===== src/rtl/sprite_compositor.sv =====
// sprite_compositor: N-channel sprite mixer placed between the VGA timing
// generator and the pixel output register.
// Sprite registers are double-buffered and only take effect at frame start.
// Each pixel travels through three stages:
//   - stage 1 produces the ROM addresses and the hit mask,
//   - stage 2 waits for ROM data to return,
//   - stage 3 registers the composited pixel.
// Optional feature macro: COMPOSITOR_FLIP_EN adds per-sprite horizontal mirroring.
module sprite_compositor #(
    parameter int          NUM_SPRITES = 8,
    parameter int          ADDR_W      = 14,
    parameter logic [11:0] KEY_COLOR   = 12'h428
) (
    input  logic                            clk,
    input  logic                            rstn,
    input  logic                            frame_start,
    input  logic                            pix_valid,
    input  logic [9:0]                      col,
    input  logic [8:0]                      row,
    input  logic                            wr_en,
    input  logic [$clog2(NUM_SPRITES)-1:0]  wr_idx,
    input  logic [9:0]                      wr_x,
    input  logic [8:0]                      wr_y,
    input  logic [6:0]                      wr_w,
    input  logic [6:0]                      wr_h,
    input  logic [ADDR_W-1:0]               wr_base,
    input  logic                            wr_enable,
    input  logic                            wr_flip,
    output logic [NUM_SPRITES*ADDR_W-1:0]   spr_addr,
    input  logic [NUM_SPRITES*12-1:0]       spr_data,
    input  logic [11:0]                     bg_data,
    output logic [11:0]                     pix_out,
    output logic                            pix_out_valid,
    output logic [NUM_SPRITES-1:0]          coll_flags
);

    localparam int IDX_W = $clog2(NUM_SPRITES);

    // Pending (software-written) and active (drawing) register sets
    logic [9:0]        r_pend_x    [NUM_SPRITES];
    logic [8:0]        r_pend_y    [NUM_SPRITES];
    logic [6:0]        r_pend_w    [NUM_SPRITES];
    logic [6:0]        r_pend_h    [NUM_SPRITES];
    logic [ADDR_W-1:0] r_pend_base [NUM_SPRITES];
    logic [NUM_SPRITES-1:0] r_pend_en;
    logic [9:0]        r_act_x     [NUM_SPRITES];
    logic [8:0]        r_act_y     [NUM_SPRITES];
    logic [6:0]        r_act_w     [NUM_SPRITES];
    logic [6:0]        r_act_h     [NUM_SPRITES];
    logic [ADDR_W-1:0] r_act_base  [NUM_SPRITES];
    logic [NUM_SPRITES-1:0] r_act_en;
`ifdef COMPOSITOR_FLIP_EN
    logic [NUM_SPRITES-1:0] r_pend_flip;
    logic [NUM_SPRITES-1:0] r_act_flip;
`else
    logic w_unused_flip;
    assign w_unused_flip = wr_flip;
`endif

    // Pipeline state
    logic [NUM_SPRITES-1:0] r_hit1, r_hit2, r_coll_acc;
    logic                   r_v1, r_v2;

    // Stage-0 combinational hit/address terms
    logic [10:0]       w_x_end  [NUM_SPRITES];
    logic [9:0]        w_y_end  [NUM_SPRITES];
    logic [9:0]        w_dx     [NUM_SPRITES];
    logic [8:0]        w_dy     [NUM_SPRITES];
    logic [9:0]        w_dx_eff [NUM_SPRITES];
    logic [ADDR_W-1:0] w_addr   [NUM_SPRITES];
    logic [NUM_SPRITES-1:0] w_hit;
    logic                   w_wr_ok;

    // Stage-2 combinational mix/collision terms
    logic [NUM_SPRITES-1:0] w_opq;
    logic [NUM_SPRITES-1:0] w_coll;
    logic [11:0]            w_mix;
    logic                   w_seen, w_many;

    // An index beyond the sprite count is dropped (only possible for non-power-of-two counts)
    assign w_wr_ok = wr_en && ({1'b0, wr_idx} < (IDX_W+1)'(NUM_SPRITES));

    // Capture register writes into the pending set
    always_ff @(posedge clk or negedge rstn) begin
        if (!rstn) begin
            for (int i = 0; i < NUM_SPRITES; i++) begin
                r_pend_x[i]    <= 10'd0;
                r_pend_y[i]    <= 9'd0;
                r_pend_w[i]    <= 7'd0;
                r_pend_h[i]    <= 7'd0;
                r_pend_base[i] <= '0;
            end
            r_pend_en <= '0;
`ifdef COMPOSITOR_FLIP_EN
            r_pend_flip <= '0;
`endif
        end else if (w_wr_ok) begin
            r_pend_x[wr_idx]    <= wr_x;
            r_pend_y[wr_idx]    <= wr_y;
            r_pend_w[wr_idx]    <= wr_w;
            r_pend_h[wr_idx]    <= wr_h;
            r_pend_base[wr_idx] <= wr_base;
            r_pend_en[wr_idx]   <= wr_enable;
`ifdef COMPOSITOR_FLIP_EN
            r_pend_flip[wr_idx] <= wr_flip;
`endif
        end
    end

    // Promote pending to active at frame start, letting a same-cycle write through directly
    always_ff @(posedge clk or negedge rstn) begin
        if (!rstn) begin
            for (int i = 0; i < NUM_SPRITES; i++) begin
                r_act_x[i]    <= 10'd0;
                r_act_y[i]    <= 9'd0;
                r_act_w[i]    <= 7'd0;
                r_act_h[i]    <= 7'd0;
                r_act_base[i] <= '0;
            end
            r_act_en <= '0;
`ifdef COMPOSITOR_FLIP_EN
            r_act_flip <= '0;
`endif
        end else if (frame_start) begin
            for (int i = 0; i < NUM_SPRITES; i++) begin
                if (w_wr_ok && (wr_idx == IDX_W'(i))) begin
                    r_act_x[i]    <= wr_x;
                    r_act_y[i]    <= wr_y;
                    r_act_w[i]    <= wr_w;
                    r_act_h[i]    <= wr_h;
                    r_act_base[i] <= wr_base;
                    r_act_en[i]   <= wr_enable;
`ifdef COMPOSITOR_FLIP_EN
                    r_act_flip[i] <= wr_flip;
`endif
                end else begin
                    r_act_x[i]    <= r_pend_x[i];
                    r_act_y[i]    <= r_pend_y[i];
                    r_act_w[i]    <= r_pend_w[i];
                    r_act_h[i]    <= r_pend_h[i];
                    r_act_base[i] <= r_pend_base[i];
                    r_act_en[i]   <= r_pend_en[i];
`ifdef COMPOSITOR_FLIP_EN
                    r_act_flip[i] <= r_pend_flip[i];
`endif
                end
            end
        end
    end

    // Hit test and ROM address per sprite; widened end coordinates clip instead of wrapping
    always_comb begin
        w_hit = '0;
        for (int i = 0; i < NUM_SPRITES; i++) begin
            w_x_end[i] = {1'b0, r_act_x[i]} + {4'b0, r_act_w[i]};
            w_y_end[i] = {1'b0, r_act_y[i]} + {3'b0, r_act_h[i]};
            w_dx[i]    = col - r_act_x[i];
            w_dy[i]    = row - r_act_y[i];
`ifdef COMPOSITOR_FLIP_EN
            w_dx_eff[i] = r_act_flip[i] ? ({3'b0, r_act_w[i]} - 10'd1 - w_dx[i]) : w_dx[i];
`else
            w_dx_eff[i] = w_dx[i];
`endif
            w_hit[i] = r_act_en[i] && pix_valid &&
                       (col >= r_act_x[i]) && ({1'b0, col} < w_x_end[i]) &&
                       (row >= r_act_y[i]) && ({1'b0, row} < w_y_end[i]);
            w_addr[i] = w_hit[i] ? (ADDR_W'(w_dy[i]) * ADDR_W'(r_act_w[i]) +
                                    ADDR_W'(w_dx_eff[i]) + r_act_base[i])
                                 : '0;
        end
    end

    // Stages 1 and 2: register addresses and hit mask, then align hits with returning ROM data
    always_ff @(posedge clk or negedge rstn) begin
        if (!rstn) begin
            spr_addr <= '0;
            r_hit1   <= '0;
            r_hit2   <= '0;
            r_v1     <= 1'b0;
            r_v2     <= 1'b0;
        end else begin
            for (int i = 0; i < NUM_SPRITES; i++) begin
                spr_addr[i*ADDR_W +: ADDR_W] <= w_addr[i];
            end
            r_hit1 <= w_hit;
            r_v1   <= pix_valid;
            r_hit2 <= r_hit1;
            r_v2   <= r_v1;
        end
    end

    // Opacity, fixed-priority mix (higher index wins) and multi-sprite overlap detection
    always_comb begin
        w_mix  = bg_data;
        w_seen = 1'b0;
        w_many = 1'b0;
        w_opq  = '0;
        for (int i = 0; i < NUM_SPRITES; i++) begin
            w_opq[i] = r_hit2[i] && (spr_data[i*12 +: 12] != KEY_COLOR);
            w_mix    = w_opq[i] ? spr_data[i*12 +: 12] : w_mix;
            w_many   = w_many | (w_seen & w_opq[i]);
            w_seen   = w_seen | w_opq[i];
        end
        w_coll = w_many ? w_opq : '0;
    end

    // Stage 3: register the output pixel, blanked when the source pixel was not visible
    always_ff @(posedge clk or negedge rstn) begin
        if (!rstn) begin
            pix_out       <= 12'd0;
            pix_out_valid <= 1'b0;
        end else begin
            pix_out       <= r_v2 ? w_mix : 12'd0;
            pix_out_valid <= r_v2;
        end
    end

    // Accumulate overlaps over a frame and publish them at frame start
    always_ff @(posedge clk or negedge rstn) begin
        if (!rstn) begin
            r_coll_acc <= '0;
            coll_flags <= '0;
        end else if (frame_start) begin
            coll_flags <= r_coll_acc | w_coll;
            r_coll_acc <= '0;
        end else begin
            r_coll_acc <= r_coll_acc | w_coll;
        end
    end

endmodule


===== config.mk =====
export PLATFORM = sky130hd
export DESIGN_NAME = sprite_compositor
export DESIGN_NICKNAME = d
export VERILOG_FILES = /design/src/rtl/sprite_compositor.sv
export SDC_FILE = /design/constraint.sdc
export NUM_CORES = 2
export LEC_CHECK = 0
export ABC_AREA = 1
export CAP_MARGIN = 20
export CORE_MARGIN = 2
export CORE_UTILIZATION = 52
export CTS_CLUSTER_SIZE = 24
export DETAILED_ROUTE_END_ITERATION = 6
export GPL_TIMING_DRIVEN = 1
export HOLD_SLACK_MARGIN = 0.12
export PLACE_DENSITY = 0.7
export SYNTH_ARGS = -nofsm -noshare
export SYNTH_HDL_FRONTEND = slang
export SYNTH_SLANG_ARGS = --single-unit

===== constraint.sdc =====
create_clock -name clk -period 7.2 [get_ports clk]
set_clock_uncertainty 0.05 [all_clocks]
set_input_delay 1.44 -clock clk [delete_from_list [all_inputs] [get_ports clk]]
set_output_delay 1.44 -clock clk [all_outputs]
set_load 0.01 [all_outputs]

==> results.yml <==
synth:
  synth_area_um2: 67500
  syn_inst: 8154
  syn_nets: 9418
  yosys.area.top_type: "dfrtp_1"
  synth-main-ff-cell: "dfrtp_1"
  synth_edf_count: 0
  ys_seq_area_share_pct: 34.4
  synth_warnings: 0
  yosysUniqueCellTypes: 46
  avgSynthCellArea_um2: 8.28
  netlist_top_cells_count: "nand2_1, inv_1, dfrtp_1, o21ai_0, nor2_1"
  synth_top_area_share_pct: 34.4
  synth_most_common_cell: "nand2_1"
  synthTopCellsByArea: "dfrtp_1, fa_1, nand2_1"
  ys_async_sr_fraction_pct: 100
  synth-seq-cells: 927
layout:
  final_nets: 9971
  num-fill-cells: 11400
  final_area_um2: 78700
  drive_gt1_share_pct: 6.87
  areaGrowthSynthToFinish_pct: 16.6
setup_path:
  cp-end-kind: "flip-flop"
  worstSetupPathType: "in2reg"
  crit_fanout: 15
  slowest_stage: "fa_1"
  worstPathRequired_ns: 7.79
  worstSetupStartpointType: "primary input"
  arrival_ns: 7.48
  slowest_delay_ns: 0.60
clock_network:
  cts_buffers: 107
  cts_hold_buf: 0
  path_clk_slew_ns: 0.06
  cts_htree_levels: 3
  cts_setup_buffers: 0
  cts-root-buf: "clkbuf_16"
  cts_tree: "yes"
  clock_sinks: 927
  cts_buffer_depth: 3
  cts_resized: 0
  clock_latency_ns: 0.74
sta:
  finalCriticalPeriod_ns: 6.90
  relSlewSlack_pct: 16.8
  final_max_slew_viol_count: 0
  finalSetupViolCount: 0
  rsz0062_at_grt: "no"
  tightest_slew_ns: 1.25
  fmax_mhz: 145
  hold_violations: 0
  fin_crit_sh_pct: 95.8
  totalNegativeSetupSlack_ns: 0
global_routing:
  grt_pass1_vias: 55300
  grt_start_max_net_pins: 232
  grt_pass1_wl_mm: 311
  gr-usage-all-layers_pct: 30.6
  antenna_found_initial: 26
  grt.overflow.total: 0
die:
  dieArea_um2: 133000
  io_pins: 317
  die_x_um: 364
  rows: 132
  design.core.area_um2: 129000
  start_util_pct: 52.3
  die_h_um: 364
hold_path:
  min_path_type: "reg2reg"
placement:
  hpwl_mm: 140
  placed_cell_area_um2: 74900
  port_buffers: 315
  gp_congestion: 0.935
routing:
  postRouteAntennaNets: 0
  wl_mm: 200
  via_per_inst: 5.31
  drc_errors: 1
  drtIter0Drc: 4516
  vias: 56100
  dr.pass1.iters: 7
  wl_per_cell_um: 19.0
outcome:
  violations: "design-rule violations"
  status: "complete, but fails checks"
run:
  maxCapViolCount: 0
power:
  power_density_nw_per_um2: 535
  ir_worst_vdd_v: 0.00124
  power_leakage_nw: 41.2
==> routing by layer <==
metal  share of wire, %  GRT usage (%)  routed length [um]
met1                 42           40.8               83600
met2                 47           50.0               93200
met3                7.3           4.42               14700
met4                4.4           13.2                8910
met5                  0              0                   0
==> final cells by class <==
type / instances / area, um2 / area share [%]
timing repair buffer: 635 / 5920 / 7.52
tap: 1742 / 2180 / 2.77
inverter: 1420 / 5340 / 6.78
sequential: 927 / 23200 / 29.5
antenna: 16 / 40.0 / 0.0508
clock buffer: 132 / 2920 / 3.71
clock inverter: 62 / 896 / 1.14
multi-input combinational: 5616 / 38300 / 48.6
==> layout by cell type, fill, tap and decap left out, types with 6 or more instances in the layout <==
cell type	n
clkbuf_16	108
ha_1	592
nor3_1	39
fa_1	488
clkbuf_8	13
xnor2_1	92
inv_1	1409
nand3b_1	11
nand2_1	1996
nand3_1	228
clkdlybuf4s50_1	311
o21bai_1	11
o211ai_1	14
nor4_1	15
nor2_2	29
nand4_1	35
a31oi_1	37
a21o_1	16
dfrtp_1	927
o2111ai_1	21
buf_12	29
bufinv_16	18
and2_1	6
diode_2	16
o21a_1	7
buf_4	291
or2_2	24
a21oi_2	6
o21ai_2	6
o21ai_0	702
clkinvlp_4	12
nand2_2	9
clkinv_2	15
clkinv_4	8
xor2_1	188
nor2_1	644
clkbuf_1	11
a21oi_1	368
==> power by group <==
| group | switching, W | leakage, nW | internal, W |
|---|---|---|---|
| Combinational | 0.0164 | 27.5 | 0.0132 |
| Clock | 0.00240 | 1.84 | 0.00354 |
| Sequential | 0.000539 | 11.8 | 0.00607 |
==> flip-flops by register name, summed over array words and instances, names as in the netlist, 72 cells and up <==
register	cells
spr_addr	112
r_act_x	80
r_pend_x	80
r_act_y	72
r_pend_base	112
r_act_base	112
r_pend_y	72
==> final timing paths <==
kind / start / endpoint / slack [ns] / depth (start not counted)
max in group asynchronous: rstn / spr_addr[103] / 4.81 / 2
hold / removal: r_hit1[0] / r_hit2[0] / 0.30 / 0
hold reg to reg: r_hit1[0] / r_hit2[0] / 0.30 / 0
setup reg to reg: r_act_y[45] / spr_addr[41] / 1.26 / 26
min in group asynchronous: rstn / r_act_base[93] / 0.72 / 1
setup / recovery: row[0] / spr_addr[41] / 0.30 / 29
==> per-stage QoR <==
stage | hold WS (ns) | util, % | setup WS (ns) | power (W) | std cells
2_1_floorplan | 0.281 | - | 0.552 | 0.0261 | 8154
3_3_place_gp | 0.283 | 58.0 | -0.178 | 0.0354 | 10300
3_5_place_dp | 0.285 | 58.0 | -0.307 | 0.0360 | 10300
4_1_cts | 0.297 | 60.9 | 0.421 | 0.0423 | 10500
5_1_grt | 0.313 | 60.9 | 0.0643 | 0.0469 | 10500
6_report | 0.297 | 61.0 | 0.303 | 0.0421 | 10600
==> worst max-delay path: cells and delay by family <==
family                   cells  cell delay, ns
AND/OR/NAND/NOR              9            0.99
adder cells (fa/ha/maj)      7            2.89
buffers and inverters        8            1.13
AO/OA/AOI/OAI                5            1.00
==> cells by family (layout without fill, tap and decap cells) <==
group	count (synthesis)	after routing	synth area share (%)
DFF	927	927	34.4
and+or+nand+nor	3048	3048	18.0
AOI/OAI and AO/OA	1208	1208	9.51
xor gates and xnor gates	280	280	3.63
buffers and inverters	1611	2249	9.03
adders and majority gates	1080	1080	25.4
other	0	16	0
(Power assumes the default switching activity.)
